`config.mk`:
```
export PLATFORM = sky130hd
export DESIGN_NAME = seq_normalizer
export DESIGN_NICKNAME = d
export VERILOG_FILES = /design/src/rtl/seq_normalizer.sv
export SDC_FILE = /design/constraint.sdc
export NUM_CORES = 1
export LEC_CHECK = 0
export ABC_AREA = 1
export BUFFER_PORTS_ARGS = -buffer_cell sky130_fd_sc_hd__buf_2
export CORE_ASPECT_RATIO = 1.2
export CORE_MARGIN = 2
export CORE_UTILIZATION = 45
export CTS_CLUSTER_DIAMETER = 60
export CTS_CLUSTER_SIZE = 25
export DETAILED_ROUTE_END_ITERATION = 6
export GPL_ROUTABILITY_DRIVEN = 0
export HOLD_SLACK_MARGIN = 0.05
export PLACE_DENSITY = 0.74
export SETUP_SLACK_MARGIN = 0.05
export SLEW_MARGIN = 5
export SYNTH_ARGS = -nofsm -noshare
export SYNTH_HDL_FRONTEND = slang
export SYNTH_SLANG_ARGS = --single-unit
```
`constraint.sdc`:
```
create_clock -name clk -period 1.2 [get_ports clk]
set_clock_uncertainty 0.1 [all_clocks]
set_input_delay 0.12 -clock clk [delete_from_list [all_inputs] [get_ports clk]]
set_output_delay 0.12 -clock clk [all_outputs]
set_load 0.01 [all_outputs]
```
`src/rtl/seq_normalizer.sv`:
```
// rtl/seq_normalizer.sv - multi-cycle leading-zero / redundant-sign normalizer
// One left shift per clock until the operand is normalized; returns value and shift count.
module seq_normalizer #(
  parameter int WIDTH = 8,
  parameter int SHW   = 4
) (
  input  logic             clk,
  input  logic             rst,
  input  logic             start,
  input  logic             mode,
  input  logic [WIDTH-1:0] data_in,
  output logic             busy,
  output logic             done,
  output logic [WIDTH-1:0] data_out,
  output logic [SHW-1:0]   shift_amt,
  output logic             zero
);

  typedef enum logic [1:0] {
    IDLE  = 2'd0,
    SHIFT = 2'd1,
    DONE  = 2'd2
  } state_t;

  localparam logic [SHW-1:0] CNT_ONE = {{(SHW-1){1'b0}}, 1'b1};

  state_t           state_q, state_d;
  logic [WIDTH-1:0] sr_q, sr_d;
  logic             mode_q, mode_d;
  logic [SHW-1:0]   cnt_q, cnt_d;
  logic             busy_q, busy_d;
  logic             done_q, done_d;
  logic [WIDTH-1:0] data_out_q, data_out_d;
  logic [SHW-1:0]   shift_amt_q, shift_amt_d;
  logic             zero_q, zero_d;
  logic             normalized;

  // Signed mode is normalized once the top two bits differ (no redundant sign bit left).
  assign normalized = mode_q ? (sr_q[WIDTH-1] ^ sr_q[WIDTH-2]) : sr_q[WIDTH-1];

  always_comb begin
    state_d     = state_q;
    sr_d        = sr_q;
    mode_d      = mode_q;
    cnt_d       = cnt_q;
    busy_d      = busy_q;
    done_d      = 1'b0;
    data_out_d  = data_out_q;
    shift_amt_d = shift_amt_q;
    zero_d      = zero_q;
    case (state_q)
      IDLE: begin
        if (start) begin
          sr_d   = data_in;
          mode_d = mode;
          cnt_d  = '0;
          busy_d = 1'b1;
          if (data_in == '0) begin
            state_d     = DONE;
            done_d      = 1'b1;
            zero_d      = 1'b1;
            data_out_d  = '0;
            shift_amt_d = '0;
          end else begin
            state_d = SHIFT;
          end
        end
      end
      SHIFT: begin
        if (normalized) begin
          state_d     = DONE;
          done_d      = 1'b1;
          data_out_d  = sr_q;
          shift_amt_d = cnt_q;
          zero_d      = 1'b0;
        end else begin
          sr_d  = {sr_q[WIDTH-2:0], 1'b0};
          cnt_d = cnt_q + CNT_ONE;
        end
      end
      DONE: begin
        state_d = IDLE;
        busy_d  = 1'b0;
      end
      default: begin
        state_d = IDLE;
        busy_d  = 1'b0;
      end
    endcase
  end

  always_ff @(posedge clk or posedge rst) begin
    if (rst) begin
      state_q     <= IDLE;
      sr_q        <= '0;
      mode_q      <= 1'b0;
      cnt_q       <= '0;
      busy_q      <= 1'b0;
      done_q      <= 1'b0;
      data_out_q  <= '0;
      shift_amt_q <= '0;
      zero_q      <= 1'b0;
    end else begin
      state_q     <= state_d;
      sr_q        <= sr_d;
      mode_q      <= mode_d;
      cnt_q       <= cnt_d;
      busy_q      <= busy_d;
      done_q      <= done_d;
      data_out_q  <= data_out_d;
      shift_amt_q <= shift_amt_d;
      zero_q      <= zero_d;
    end
  end

  assign busy      = busy_q;
  assign done      = done_q;
  assign data_out  = data_out_q;
  assign shift_amt = shift_amt_q;
  assign zero      = zero_q;

endmodule

```
==> results.md, run 1 <==
* Commonest cells in the netlist: nand2_1 (40), dfrtp_1 (30), nand3_1 (17), nor2_1 (16), nand2_2 (11)
* P_leak at 1.03 nW
* Switching Fraction at 43.3%
* Antenna Violating Nets Remaining at 0
* Net switching power figure at 2.27 mW
* CTS buffer count at 5
* Pwr/cell area at 2700 nW/um^2
* DRT iter0 DRCs at 59
* Period utilization at 117%
* Fin. Hold Viols at 0
* Yosys reg bits at 30
* First-pass GRT wire length at 5640 um
* I/O Pins at 27
* Mapped Area at 1370 sq um
* Violated checks: negative setup slack
* Clock transition at path regs at 100 ps
* DRC violations left at 0
* WP data arrival at 1530 ps
* Filler cell count at 238
* Drt first pass iters at 4
* Fmax achieved at 0.715 GHz
* P&R area growth vs syn at 41.9%
* Initial antenna violation count at 0
* Slew HR at 75.5%
* Family with the most delay on the worst path: flip-flops
* Top-count cell post-synth: nand2_1
* Chip width at 54.3 um
* Setup TNS at -3610 ps
* Top_reg_cell synth: dfrtp_1
* Worst hold path class: in -> reg
* Net Count, Synth at 168
* Port Buffers at 26
* Peak supply drop at 1.74 mV
* Crit-path cells: inv_2 > nand2_2 > inv_4 > a21oi_4 > buf_4 > nand2_4 > nand2_2 > nand2_1
* Crit path max fanout at 7
* Worst path max stage delay at 430 ps
* Synth cell types at 22
* Post-synth EDFFs at 0
* Initial Utilization at 48.2%
* Slew Limit Fails at 0
* Area leader, netlist: dfrtp_1
* Core area at 2840 sq um
* Internal at 2.97 mW
* Final HPWL DP at 2200 um
* Crit-path slowest cell: dfrtp_1
* Nets at 230
* Share of cells above drive strength 1 at 40.8%
* Pin count of the biggest net entering global routing at 31
* Overflow left after global routing at 0
* Final core occ at 68.4%
* Number of global-route vias before repair at 1321
* Clock Root Buffer: clkbuf_4
* Synth Area per Inst at 8.82 sq um
* Worst setup margin at -199 ps
* Flop pwr share at 33.2%
* Worst-Skew Late Latency at 340 ps
* Vias after detailed routing at 1329
* Critical Path End Type: flop
* Wirelength per Cell at 14.3 um
* # diodes at 0
* Clock power frac at 12.0%
* Rows at 21
* DIE HEIGHT at 64.4 um
* R2R setup slack at -200 ps
* CTS tree: done
* Die ar. at 3500 sq um
* Tightest Pin Transition at 368 ps
* CTS max path bufs at 2
* WS Path Type: reg -> reg
* Worst path bufs/invs at 3
* WP data required at 1330 ps
* Clock sink total at 30
* Vias per inst at 5.27
* Final setup vio count at 28
* Routed WL at 3590 um
* Register area share after synthesis at 54.9%
* FFs w/ async S/R, synth at 100%
* Top cells by area, synth: dfrtp_1 (55%), nand2_1 (11%), nand3_1 (6.2%)
* Synth Instances at 155
* CP Launch Type: flop
* Cell mode on critical path: nand2_2
* Unrepaired setup endpoints after global routing: yes
* Final critical delay including setup and external delays at 1400 ps
* Share of the synthesized area in the top cell type at 54.9%
* Status: finished, violations left
* Total GRT Usage at 22.3%
* Max-Cap Viols at 0
* Comb pwr share at 54.8%
* Ys Warns at 0
* H-tree levels at 2
[worst paths after layout]
check                                  from            to  depth (start not counted)
worst max-delay path             state_q[1]  shift_amt[0]                          8
worst min-delay path             data_in[7]       sr_q[7]                          5
worst max register to register   state_q[1]  shift_amt[0]                          8
worst min register to register  data_out[4]   data_out[4]                          2
max in group asynchronous               rst    state_q[0]                          4
min in group asynchronous               rst   data_out[5]                          4
[cells in the final DEF (no fill, tap or decap), types with 2 or more instances in the layout]
master,synthesis,layout
buf_2,2,26
buf_6,1,3
o21a_1,4,4
inv_1,9,7
o21ai_0,10,3
inv_4,0,2
nand3_1,17,16
o21ai_1,1,8
a21oi_1,2,2
nand2_4,2,6
dfrtp_1,30,29
nand2_8,0,2
buf_4,1,23
clkbuf_4,0,5
nor2_1,16,15
nand2_2,11,12
nand2_1,40,35
dlygate4sd3_1,0,6
[through the flow]
stage	std cells	power [mW]	area [sq um]	worst slack, ps	hold WS [ps]
2_1_floorplan	155	3.13	1390	-98.8	111
3_3_place_gp	228	3.77	1660	-97.1	101
3_5_place_dp	228	3.88	1660	-166	109
4_1_cts	248	4.77	1850	-99.7	67.8
5_1_grt	252	5.60	1940	-270	91.5
6_report	252	5.25	1940	-199	59.3
[power groups by stage]
stage / Combinational, mW / Clock, mW / Sequential, mW
2_1_floorplan: 1.36 / 0 / 1.77
4_1_cts: 2.42 / 0.639 / 1.71
3_3_place_gp: 2.08 / 0 / 1.69
5_1_grt: 3.13 / 0.675 / 1.80
6_report: 2.87 / 0.631 / 1.74
3_5_place_dp: 2.16 / 0 / 1.73
[kinds of logic after synthesis]
logic type	after synthesis	share of synthesized area, %
adders and majority gates	1	0.915
muxes	1	0.823
DFF	30	54.9
and+or+nand+nor	87	28.6
buffers and inverters	16	5.40
xor gates and xnor gates	1	0.641
AOI/OAI and AO/OA	19	8.69
[flip-flops by register name, indices dropped and copies added (netlist names)]
register   flops
data_out       8
cnt_q          4
zero           1
sr_q           8
done           1
state_q        2
mode_q         1
shift_amt      4
busy           1
[cell type report]
cell class | instances | area [sq um] | area share, %
Timing Repair Buffer | 58 | 397 | 20.4
Sequential cell | 30 | 752 | 38.7
Inverter | 11 | 50.0 | 2.58
Clock inverter | 1 | 5.00 | 0.258
Clock buffer | 7 | 55.1 | 2.84
Tap cell | 34 | 42.5 | 2.19
Multi-Input combinational cell | 111 | 639 | 32.9
[routing by layer]
| metal | vias to the layer above | wire length (um) | global-route usage [%] |
|---|---|---|---|
| met5 | - | 0 | 0 |
| met4 | 0 | 149 | 9.69 |
| met3 | 21 | 217 | 7.01 |
| met2 | 62 | 1920 | 38.0 |
| met1 | 622 | 1300 | 24.6 |
| li1 | 624 | - | - |
[timing repair]
| action | in CTS | in global routing |
|---|---|---|
| resized for setup | 9 | 20 |
| pin swaps | 3 | 5 |
| endpoints found under the hold margin | 34 | 0 |
| endpoints found under the setup margin | 29 | 30 |
| gates cloned | 2 | 1 |
| hold buffers | 6 | 0 |
| buffers inserted | 4 | 3 |
[tightest hold or removal path, stage by stage]
cell and delay [ps]:
buf_2 90, nand2_1 50, o21ai_1 80, nand2_1 60
o21ai_0 70
Power figures use the tool's default switching activity.
==> run 2, diff against run 1 <==
BUFFER_PORTS_ARGS = unset   (was -buffer_cell sky130_fd_sc_hd__buf_2)
DONT_BUFFER_PORTS = 1   (was unset)
PLACE_DENSITY = 0.66   (was 0.74)
==> run 2 against run 1 <==
The flow still finishes with violations (negative setup slack); die area is the same; first-iteration DRC count is 6.8% lower; clock-buffer cell count decreased by 1; largest power group unchanged; worst setup slack gained 28 ps; highest routed layer unchanged; final cell count is 8.3% lower; sequential share of layout area is 1.2 points higher.
==> results.md, run 2 (synthesized netlist as in run 1, its figures left out) <==
* Status: finished, violations left
* Violated checks: negative setup slack
* First-pass GRT wire length at 5700 um (+1.1%)
* DRC violations left at 0 (unchanged)
* Crit path max fanout at 7 (unchanged)
* Drt first pass iters at 4 (unchanged)
* Worst hold path class: in -> reg
* R2R setup slack at -170 ps (+30 ps)
* H-tree levels at 2 (unchanged)
* CP Launch Type: flop
* Final critical delay including setup and external delays at 1370 ps (-28.4 ps)
* P_leak at 0.943 nW (-8.8%)
* Rows at 21 (unchanged)
* Reg2Reg Capture Point: cnt_q[2]
* CTS tree: done
* Pwr/cell area at 2680 nW/um^2 (-0.97%)
* Vias after detailed routing at 1205 (-9.3%)
* Max-Cap Viols at 0 (unchanged)
* Hold Crit Start: start
* FF-to-FF path depth at 8 (unchanged)
* Final Hold Slack at 125 ps (+65.8 ps)
* Fmax achieved at 0.730 GHz (+2.1%)
* Pin count of the biggest net entering global routing at 18 (-42%)
* # diodes at 0 (unchanged)
* Peak supply drop at 1.78 mV (+2.1%)
* Post-DP Area at 1520 sq um (-8.3%)
* I/O Pins at 27 (unchanged)
* Die ar. at 3500 sq um (unchanged)
* Clock transition at path regs at 110 ps (about the same)
* Final core occ at 66.3% (-2.1 points)
* WP data arrival at 1500 ps (-30 ps)
* Final instance area at 1880 sq um (-3.1%)
* Most frequent cells in the layout: nand2_1 (33), dfrtp_1 (29), buf_4 (19)
* Critical Path End Type: flop
* Chip width at 54.3 um (unchanged)
* Period utilization at 114% (-2.4 points)
* Number of global-route vias before repair at 1216 (-7.9%)
* Antenna Violating Nets Remaining at 0 (unchanged)
* Share of cells above drive strength 1 at 36.0% (-4.8 points)
* DIE HEIGHT at 64.4 um (unchanged)
* FF-to-FF Start: mode_q
* Final setup vio count at 27 (-3.6%)
* Initial antenna violation count at 0 (unchanged)
* Slew HR at 84.5% (+9.0 points)
* Port Buffers at 0 (-100%)
* Fin. Hold Viols at 0 (unchanged)
* Clock sink total at 30 (unchanged)
* Overflow left after global routing at 0 (unchanged)
* Hold Crit Endpoint: done
* Core area at 2840 sq um (unchanged)
* Worst-Skew Late Latency at 340 ps (about the same)
* Initial Utilization at 48.2% (unchanged)
* Slew Limit Fails at 0 (unchanged)
* CTS max path bufs at 2 (unchanged)
* WS Path Type: reg -> reg
* Final HPWL DP at 2020 um (-8.1%)
* Wirelength per Cell at 14.5 um (+1.9%)
* Tightest Pin Transition at 232 ps (-136 ps)
* Setup TNS at -3350 ps (+259 ps)
* P&R area growth vs syn at 37.5%
* Clock Root Buffer: clkbuf_4
* DRT iter0 DRCs at 55 (-6.8%)
* Vias per inst at 5.22 (-1.1%)
* Total GRT Usage at 22.8% (+0.43 points)
* Worst setup margin at -171 ps (+28.4 ps)
* Commonest non-fill, non-tap cell in the layout: nand2_1
* WP data required at 1330 ps (about the same)
* Cell total after placement at 201 (-12%)
* Total power at 5.03 mW (-4.0%)
* Nets at 209 (-9.1%)
* Unrepaired setup endpoints after global routing: yes
* Cell Count, Final, Fillers Out at 231 (-8.3%)
* DP Worst Slack at -165 ps (+0.718 ps)
* CTS buffer count at 5 (unchanged)
* Hold path depth at 4 (-1)
* Routed WL at 3360 um (-6.6%)
-- run 2: changes by cell type in the layout (fill, tap and decap cells not counted), moves of 3 or more --
cell           before  now
buf_2              26    1
buf_4              23   19
dlygate4sd3_1       6   12
inv_1               7    4
inv_2               1    4
o21ai_1             8    4
-- run 2: critical path, stage by stage (launching register included) --
cell and delay (ps):
dfrtp_1 410, nand2_1 90, nand2_2 80, nand2_4 70, nand2_4 120, nand2_8 80, buf_4 140, a21oi_1 110
nor2_1 50
-- run 2: how the worst max path moves through the flow --
stage	start	end	slack, ps	cells after the start
final	mode_q	cnt_q[2]	-170	8
after global routing	sr_q[6]	data_out[3]	-270	7
after CTS	sr_q[6]	data_out[7]	-160	7
after detailed placement	state_q[1]	sr_q[2]	-170	7
after global placement	state_q[1]	data_out[6]	-110	7
after floorplan	sr_q[6]	data_out[0]	-100	8
-- run 2: report_power, final --
part | total (mW) | leakage (nW) | internal [mW] | switching (mW)
clock network | 0.640 | 0.0343 | 0.281 | 0.358
registers | 1.87 | 0.377 | 1.42 | 0.446
logic | 2.53 | 0.532 | 1.13 | 1.39
-- run 2: metal layers --
layer | track usage (%) | vias up | routed length (um)
li1 | - | 582 | -
met1 | 28.3 | 574 | 1350
met4 | 10.6 | 0 | 87
met5 | 0 | - | 0
met2 | 36.4 | 40 | 1720
met3 | 4.91 | 9 | 204
-- run 2: what timing repair did --
item | in CTS | in global routing
resized for setup | 30 | 7
hold buffers | 12 | 0
endpoints found under the setup margin | 29 | 30
pin swaps | 10 | 6
endpoints found under the hold margin | 42 | 0
gates cloned | 3 | 0
setup buffers | 6 | 1
-- run 2: final cells by class --
cell class | instances | area [sq um]
Tap cell | 34 | 42.5
Clock buffer | 6 | 51.3
Fill cell | 229 | 957
Timing Repair Buffer | 37 | 324
Inverter | 11 | 52.6
Sequential cell | 30 | 752
Multi-Input combinational cell | 111 | 646
Clock inverter | 2 | 12.5
